--- src/rtl/mem_dump_pkg.sv ---
// Shared types for the memory dump streamer: FSM states and the beat carried
// from the RAM read port to the output stream.
package mem_dump_pkg;

  localparam int DUMP_ADDR_W = 8;
  localparam int DUMP_DATA_W = 32;

  typedef enum logic [1:0] {IDLE, RUN, DRAIN, DONE} dump_state_e;

  typedef struct packed {
    logic [DUMP_ADDR_W-1:0] addr;
    logic [DUMP_DATA_W-1:0] data;
    logic                   last;
  } dump_beat_t;

endpackage

--- src/rtl/mem_dump_fifo2.sv ---
// Two-entry show-ahead FIFO; the head entry is always visible on dout.
// The caller guarantees no push when full and no pop when empty.
module mem_dump_fifo2
  import mem_dump_pkg::*;
#(
  parameter type beat_t = dump_beat_t
) (
  input  logic       clk,
  input  logic       rst_n,
  input  logic       push,
  input  logic       pop,
  input  beat_t      din,
  output beat_t      dout,
  output logic       valid,
  output logic [1:0] count
);

  beat_t mem [2];
  logic  wr_ptr;
  logic  rd_ptr;

  always_ff @(posedge clk or negedge rst_n) begin
    if (!rst_n) begin
      mem[0] <= '0;
      mem[1] <= '0;
      wr_ptr <= 1'b0;
      rd_ptr <= 1'b0;
      count  <= 2'd0;
    end else begin
      if (push) begin
        mem[wr_ptr] <= din;
        wr_ptr      <= ~wr_ptr;
      end
      if (pop) rd_ptr <= ~rd_ptr;
      count <= count + {1'b0, push} - {1'b0, pop};
    end
  end

  assign dout  = mem[rd_ptr];
  assign valid = (count != 2'd0);

endmodule

--- src/rtl/mem_dump_streamer.sv ---
// Walks a 1-cycle-latency RAM read port over [base, base+len) and streams each
// word with its address on a valid/ready interface, tolerating any backpressure.
module mem_dump_streamer
  import mem_dump_pkg::*;
#(
  parameter int ADDR_W = DUMP_ADDR_W,
  parameter int DATA_W = DUMP_DATA_W
) (
  input  logic              clk,
  input  logic              rst_n,
  input  logic              start_i,
  input  logic [ADDR_W-1:0] base_i,
  input  logic [ADDR_W:0]   len_i,
  output logic              busy_o,
  output logic              done_o,
  output logic              mem_rd_en_o,
  output logic [ADDR_W-1:0] mem_addr_o,
  input  logic [DATA_W-1:0] mem_rdata_i,
  output logic              out_valid_o,
  input  logic              out_ready_i,
  output logic [DATA_W-1:0] out_data_o,
  output logic [ADDR_W-1:0] out_addr_o,
  output logic              out_last_o
);

  typedef struct packed {
    logic [ADDR_W-1:0] addr;
    logic [DATA_W-1:0] data;
    logic              last;
  } beat_t;

  dump_state_e       state, state_nxt;
  logic [ADDR_W-1:0] rd_addr;
  logic [ADDR_W:0]   rd_left;
  logic [ADDR_W-1:0] fl_addr;
  logic              fl_vld;
  logic              fl_last;
  logic              rd_go;
  logic              rd_last;
  logic              pop;
  logic              fifo_vld;
  logic [1:0]        fifo_cnt;
  logic [2:0]        credits_used;
  beat_t             head;
  beat_t             push_beat;

  assign pop     = fifo_vld & out_ready_i;
  assign rd_last = (rd_left == (ADDR_W+1)'(1));
  // A word leaving the FIFO this cycle frees its slot in time for a new read.
  assign credits_used = {1'b0, fifo_cnt} + {2'b0, fl_vld} - {2'b0, pop};

  always_comb begin
    state_nxt = state;
    rd_go     = 1'b0;
    case (state)
      IDLE:  if (start_i) state_nxt = (len_i == '0) ? DONE : RUN;
      RUN: begin
        rd_go = (credits_used < 3'd2);
        if (rd_go && rd_last) state_nxt = DRAIN;
      end
      DRAIN: if (pop && head.last) state_nxt = DONE;
      DONE:  state_nxt = IDLE;
      default: state_nxt = IDLE;
    endcase
  end

  always_ff @(posedge clk or negedge rst_n) begin
    if (!rst_n) state <= IDLE;
    else        state <= state_nxt;
  end

  // Read walker plus the one-deep record of the read whose data returns next cycle.
  always_ff @(posedge clk or negedge rst_n) begin
    if (!rst_n) begin
      rd_addr <= '0;
      rd_left <= '0;
      fl_vld  <= 1'b0;
      fl_addr <= '0;
      fl_last <= 1'b0;
    end else begin
      if (state == IDLE && start_i) begin
        rd_addr <= base_i;
        rd_left <= len_i;
      end else if (rd_go) begin
        rd_addr <= rd_addr + 1'b1;
        rd_left <= rd_left - 1'b1;
      end
      fl_vld <= rd_go;
      if (rd_go) begin
        fl_addr <= rd_addr;
        fl_last <= rd_last;
      end
    end
  end

  assign push_beat = {fl_addr, mem_rdata_i, fl_last};

  mem_dump_fifo2 #(.beat_t(beat_t)) u_fifo (
    .clk   (clk),
    .rst_n (rst_n),
    .push  (fl_vld),
    .pop   (pop),
    .din   (push_beat),
    .dout  (head),
    .valid (fifo_vld),
    .count (fifo_cnt)
  );

  assign busy_o      = (state != IDLE);
  assign done_o      = (state == DONE);
  assign mem_rd_en_o = rd_go;
  assign mem_addr_o  = rd_addr;
  assign out_valid_o = fifo_vld;
  assign out_data_o  = head.data;
  assign out_addr_o  = head.addr;
  assign out_last_o  = fifo_vld & head.last;

endmodule

--- config.mk ---
export PLATFORM = sky130hd
export DESIGN_NAME = mem_dump_streamer
export DESIGN_NICKNAME = d
export VERILOG_FILES = /design/src/rtl/mem_dump_pkg.sv /design/src/rtl/mem_dump_fifo2.sv /design/src/rtl/mem_dump_streamer.sv
export SDC_FILE = /design/constraint.sdc
export NUM_CORES = 1
export LEC_CHECK = 0
export CAP_MARGIN = 5
export CORE_ASPECT_RATIO = 0.6
export CORE_UTILIZATION = 55
export CTS_CLUSTER_SIZE = 24
export DETAILED_ROUTE_END_ITERATION = 7
export PLACE_DENSITY = 0.92
export RECOVER_POWER = 50
export SLEW_MARGIN = 10
export SYNTH_ARGS = -nofsm -noshare
export SYNTH_HDL_FRONTEND = slang
export SYNTH_SLANG_ARGS = --single-unit
--- constraint.sdc ---
create_clock -name clk -period 4.16 [get_ports clk]
set_input_delay 0.416 -clock clk [delete_from_list [all_inputs] [get_ports clk]]
set_output_delay 0.416 -clock clk [all_outputs]
set_load 0.1 [all_outputs]
## Yosys cells after proc, flatten, opt, wreduce, memory -nomap -nowiden

Index checks and enable logic that the tools add are counted.
W data, S select, Z words.

| word-level totals | value |
|---|---|
| register bits after elaboration | 115 |
| bits of input ports | 53 |
| word-level logic and storage cells | 64 |

| operators by class | value |
|---|---|
| add/sub/neg operators | 6 |
| order comparisons | 4 |
| equality and inequality tests | 7 |
| multiplexer cells | 16 |
| bitwise logic cells | 6 |
| reduce and logical (&&, ||, !) cells | 10 |

Operators with widths:

| operator | count |
|---|---|
| $mux W41 | 4 |
| $bwmux W82 | 1 |
| $demux W41 S1 | 1 |
| $mux W9 | 2 |
| $mux W8 | 2 |
| $eq A9 B1 Y1 const B | 1 |
| $logic_not A9 Y1 | 1 |
| $sub A9 B1 Y9 const B | 1 |
| $add A8 B1 Y8 const B | 1 |
| $mux W2 | 4 |
| $pmux W2 S4 | 1 |
| $ne A2 B2 Y1 const B | 3 |
| $reduce_bool A2 Y1 | 3 |
| $eq A2 B2 Y1 const B | 2 |
| $ge A2 B2 Y1 const B | 2 |
| $logic_and A1 B1 Y1 | 4 |
| $not A1 Y2 | 2 |
| $add A2 B1 Y3 | 1 |
| $lt A3 B2 Y1 const B | 1 |
| $reduce_and A3 Y1 | 1 |
| $sub A3 B1 Y3 | 1 |
| $add A2 B1 Y2 | 1 |
| $and A1 B1 Y1 | 2 |
| $eq A2 B1 Y1 const B | 1 |
| other kinds (5) | 6 |

## Logic depth before layout (Yosys ltp)

| logic depth | value |
|---|---|
| word-level depth | 7 |
| gate-level depth with buffers | 11 |

## Hierarchy

From an unflattened synthesis, not the netlist that was laid out.

| second synthesis, totals | value |
|---|---|
| cell total of the unflattened synthesis | 392 |
| area, all modules | 5297.6 µm² |

By module, submodules not included:

| module | instances | cells an instance | area each (µm²) | seq. area each (µm²) |
|---|---|---|---|---|
| mem_dump_fifo2 | 1 | 234 | 3714.8 | 2152.1 |
| mem_dump_streamer | 1 | 158 | 1582.8 | 725.7 |

## Least setup slack after synthesis

No wires, ideal clock.

| path | value |
|---|---|
| path kind | register to output |
| start | reg u_fifo.count[1] |
| end | out mem_rd_en_o |
| arrival | 3023 ps |
| setup slack | 721 ps |
| stages on the path, launching flop included | 11 |
| path buffers | 1 |
| cell sequence | dfrtp_1 -> o21ai_0 -> inv_1 -> ha_1 -> inv_1 -> ha_1 -> fa_1 -> xor2_2 -> nand3_1 -> buf_2 -> inv_1 |

| on the way | value |
|---|---|
| longest elaborated chain between the ends | 5 |
| elaborated cells on any way between the ends | 6 |

RTL lines:

| what | RTL line | RTL |
|---|---|---|
| from (decl) | mem_dump_fifo2.sv:15 | `output logic [1:0] count` |
| from (signal assigned) | mem_dump_fifo2.sv:35 | `count <= count + {1'b0, push} - {1'b0, pop};` |
| $reduce_bool A2 Y1 | mem_dump_fifo2.sv:40 | `assign valid = (count != 2'd0);` |
| $and A1 B1 Y1 | mem_dump_streamer.sv:47 | `assign pop = fifo_vld & out_ready_i;` |
| via pop | mem_dump_streamer.sv:40 | `logic pop;` |
| $sub A3 B1 Y3 | mem_dump_streamer.sv:50 | `assign credits_used = {1'b0, fifo_cnt} + {2'b0, fl_vld} - {2'b0, pop};` |
| $lt A3 B2 Y1 | mem_dump_streamer.sv:58 | `rd_go = (credits_used < 3'd2);` |
| $mux W1 | mem_dump_streamer.sv:55 | `case (state)` |
| to (decl) | mem_dump_streamer.sv:16 | `output logic mem_rd_en_o,` |

The timed path passes the listed nets, and every way through them passes these cells.

## Worst setup path after layout

Ends and elaborated chain as after synthesis.

==> out/results.ini <==
[place]
routabilityCongestion=0.8525
io_buffer_count=105
dp_hpwl_um=7807

[logic_synthesis]
yosys.area_share.adder_pct=2.762
synth-compound-area-share_pct=3.381
yosys_warnings=0
yosys.cell_count.top_type=mux2_2
post_synth_and_or_nand_nor_area_fraction_pct=5.905
synth-edff-count=0
synth_area_leaders=dfrtp_1, mux2_2, ha_1
synth_seq_area_share_pct=54.76
synth_xor_area_share_pct=1.976
muxShareOfSynthArea_pct=28.98
syn_nets=455
synth_top_area_share_pct=54.76
synth_cell_types=33
synth_top_family_by_area=multiplexers
ys.flop_type=dfrtp_1
syn-cell-area_um2=5255
ys_top_cells_by_count=mux2_2, dfrtp_1, o21ai_0, nand2_1, inv_1
yosysTopAreaCell=dfrtp_1
syn_inst=391
ys_async_sr_fraction_pct=100.0
synth_seq_cells=115
synth_area_per_cell_um2=13.44

[grt]
grt-ovfl-total=0
track_usage_pct=25.81
antenna_found_initial=0
grt_pass1_wl_um=19200
grt_max_degree=74
grt_pass1_vias=3796

[die]
core_um2=9223
die_y_um=77.72
start_util_pct=56.98
fp.dieArea_um2=9962
die_width_um=128.2
num_rows=27
io_pins=106

[worst_setup_path]
crit_required_ns=3.74
r2r-end=mem_addr_o[7]$_DFFE_PN0P_
cp.arrival_ns=3.04
endpoint_kind=primary output
worstRegToRegCells=10
ff2ff_setup_slack_ns=0.97
critPathLaunchType=flip-flop
startpoint=u_fifo.count[1]$_DFF_PN0_
reg2reg_from=u_fifo.count[1]$_DFF_PN0_
worstSetupPathType=flip-flop to primary output
crit_fanout=4

[worst_hold_path]
hp-class=flip-flop to flip-flop
worstHoldEndpoint=u_fifo.wr_ptr$_DFFE_PN0P_
worstHoldPathCells=1
hp-start=u_fifo.wr_ptr$_DFFE_PN0P_

[cells_and_area]
fin_nets=566
drive_gt1_share_pct=32.88
fillers=554
antenna_cells=0
seq_area_um2=2879
fin_util_pct=75.77
multi_input_area_um2=2260
areaGrowthSynthToFinish_pct=32.98

[sta]
min_period_ns=3.459
worstMarginPinSlew_ns=1.851
hold_viol=0
timing.fmax_mhz=289.1
setup_tns_ns=0
maxSlewHeadroom_pct=-23.65
finalMaxSlewViolations=139
finClkSkew_ns=0.009056
rsz0062_at_grt=no
setup_viol=0
min_period_over_period_pct=83.15

[cts]
cts_resized=0
cts_tree=built
cts_setup_buffers=0
cts_buffers=17
cts_root_buffer=clkbuf_16
ctsHoldBuffers=0
htree_num_levels=4
path_clk_slew_ns=0.05
ctsLongestPathBuffers=2
clock_sinks=115
clock_latency_ns=0.40

[detailed_routing]
drtIter0Drc=250
viasPerCell=5.505
first_pass_iters=4
drc=0
num_vias=3545
wl_um=11620
antenna_left=0
wire_per_inst_um=18.04

[run]
maxCapViolCount=3

[run_status]
violations=capacitance limit, slew limit
status=complete, but fails checks

==> sequential cells by signal, indices dropped and copies added (netlist names) <==
| signal | count |
|---|---|
| u_fifo.count | 2 |
| fl_vld | 1 |
| fl_addr | 8 |
| state | 2 |
| u_fifo.rd_ptr | 1 |
| u_fifo.wr_ptr | 1 |
| u_fifo.mem | 82 |
| rd_left | 9 |
| fl_last | 1 |
| mem_addr_o | 8 |
==> worst max-delay path, stage by stage (launching register included) <==
cell and delay (ns):
dfrtp_1 0.44, o21ai_0 0.35, inv_1 0.09, ha_1 0.28, inv_1 0.03, ha_1 0.18, fa_1 0.44, xor2_2 0.32
nand3_1 0.14, inv_1 0.17, buf_12 0.20
==> cell families after synthesis <==
family | count (synthesis)
AO/OA/AOI/OAI | 31
buffers and inverters | 31
flip-flops | 115
AND/OR/NAND/NOR | 56
XOR/XNOR | 11
multiplexers | 136
adder cells (fa/ha/maj) | 11
==> worst max path at each step <==
stage | endpoint | slack, ns
finish | mem_rd_en_o | 0.70
global route | mem_rd_en_o | 0.52
CTS | mem_rd_en_o | 0.69
detailed placement | mem_addr_o[7]$_DFFE_PN0P_ | 0.84
global placement | mem_addr_o[7]$_DFFE_PN0P_ | 0.95
floorplan | mem_rd_en_o | 0.72
==> metrics by stage <==
stage	hold slack, ns	instances	worst slack, ns	area, um^2
2_1_floorplan	0.1204	391	0.7206	5255
3_3_place_gp	0.4571	613	0.9473	6454
3_5_place_dp	0.4877	613	0.8414	6454
4_1_cts	0.1715	644	0.6948	7003
5_1_grt	0.5112	644	0.5190	6988
6_report	0.4905	644	0.7012	6988
==> cells in the final DEF, fill, tap and decap left out, drive strengths merged, types with 9 or more instances in the layout <==
master / count
clkdlybuf4s50: 102
nand2: 17
mux2: 129
o21ai: 18
clkbuf: 28
inv: 13
nor2: 11
dfrtp: 115
or3: 9
ha: 10
==> metal layers <==
| metal | global-route usage [%] | share of wire, % |
|---|---|---|
| met1 | 33.91 | 45 |
| met2 | 40.92 | 47 |
| met3 | 7.379 | 7.1 |
| met4 | 9.529 | 0.90 |
| met5 | 0 | 0 |
==> cell type report <==
| class | count | area share, % |
|---|---|---|
| sequential | 115 | 41.20 |
| multi-input combinational | 245 | 32.34 |
| timing repair buffer | 110 | 15.58 |
| clock buffer | 26 | 7.144 |
| tap | 130 | 2.328 |
| clock inverter | 5 | 0.7162 |
| inverter | 13 | 0.6983 |
Power is left out: the tool's default activity adds up to more than one toggle a clock period on the data nets, which glitch-free logic cannot reach.
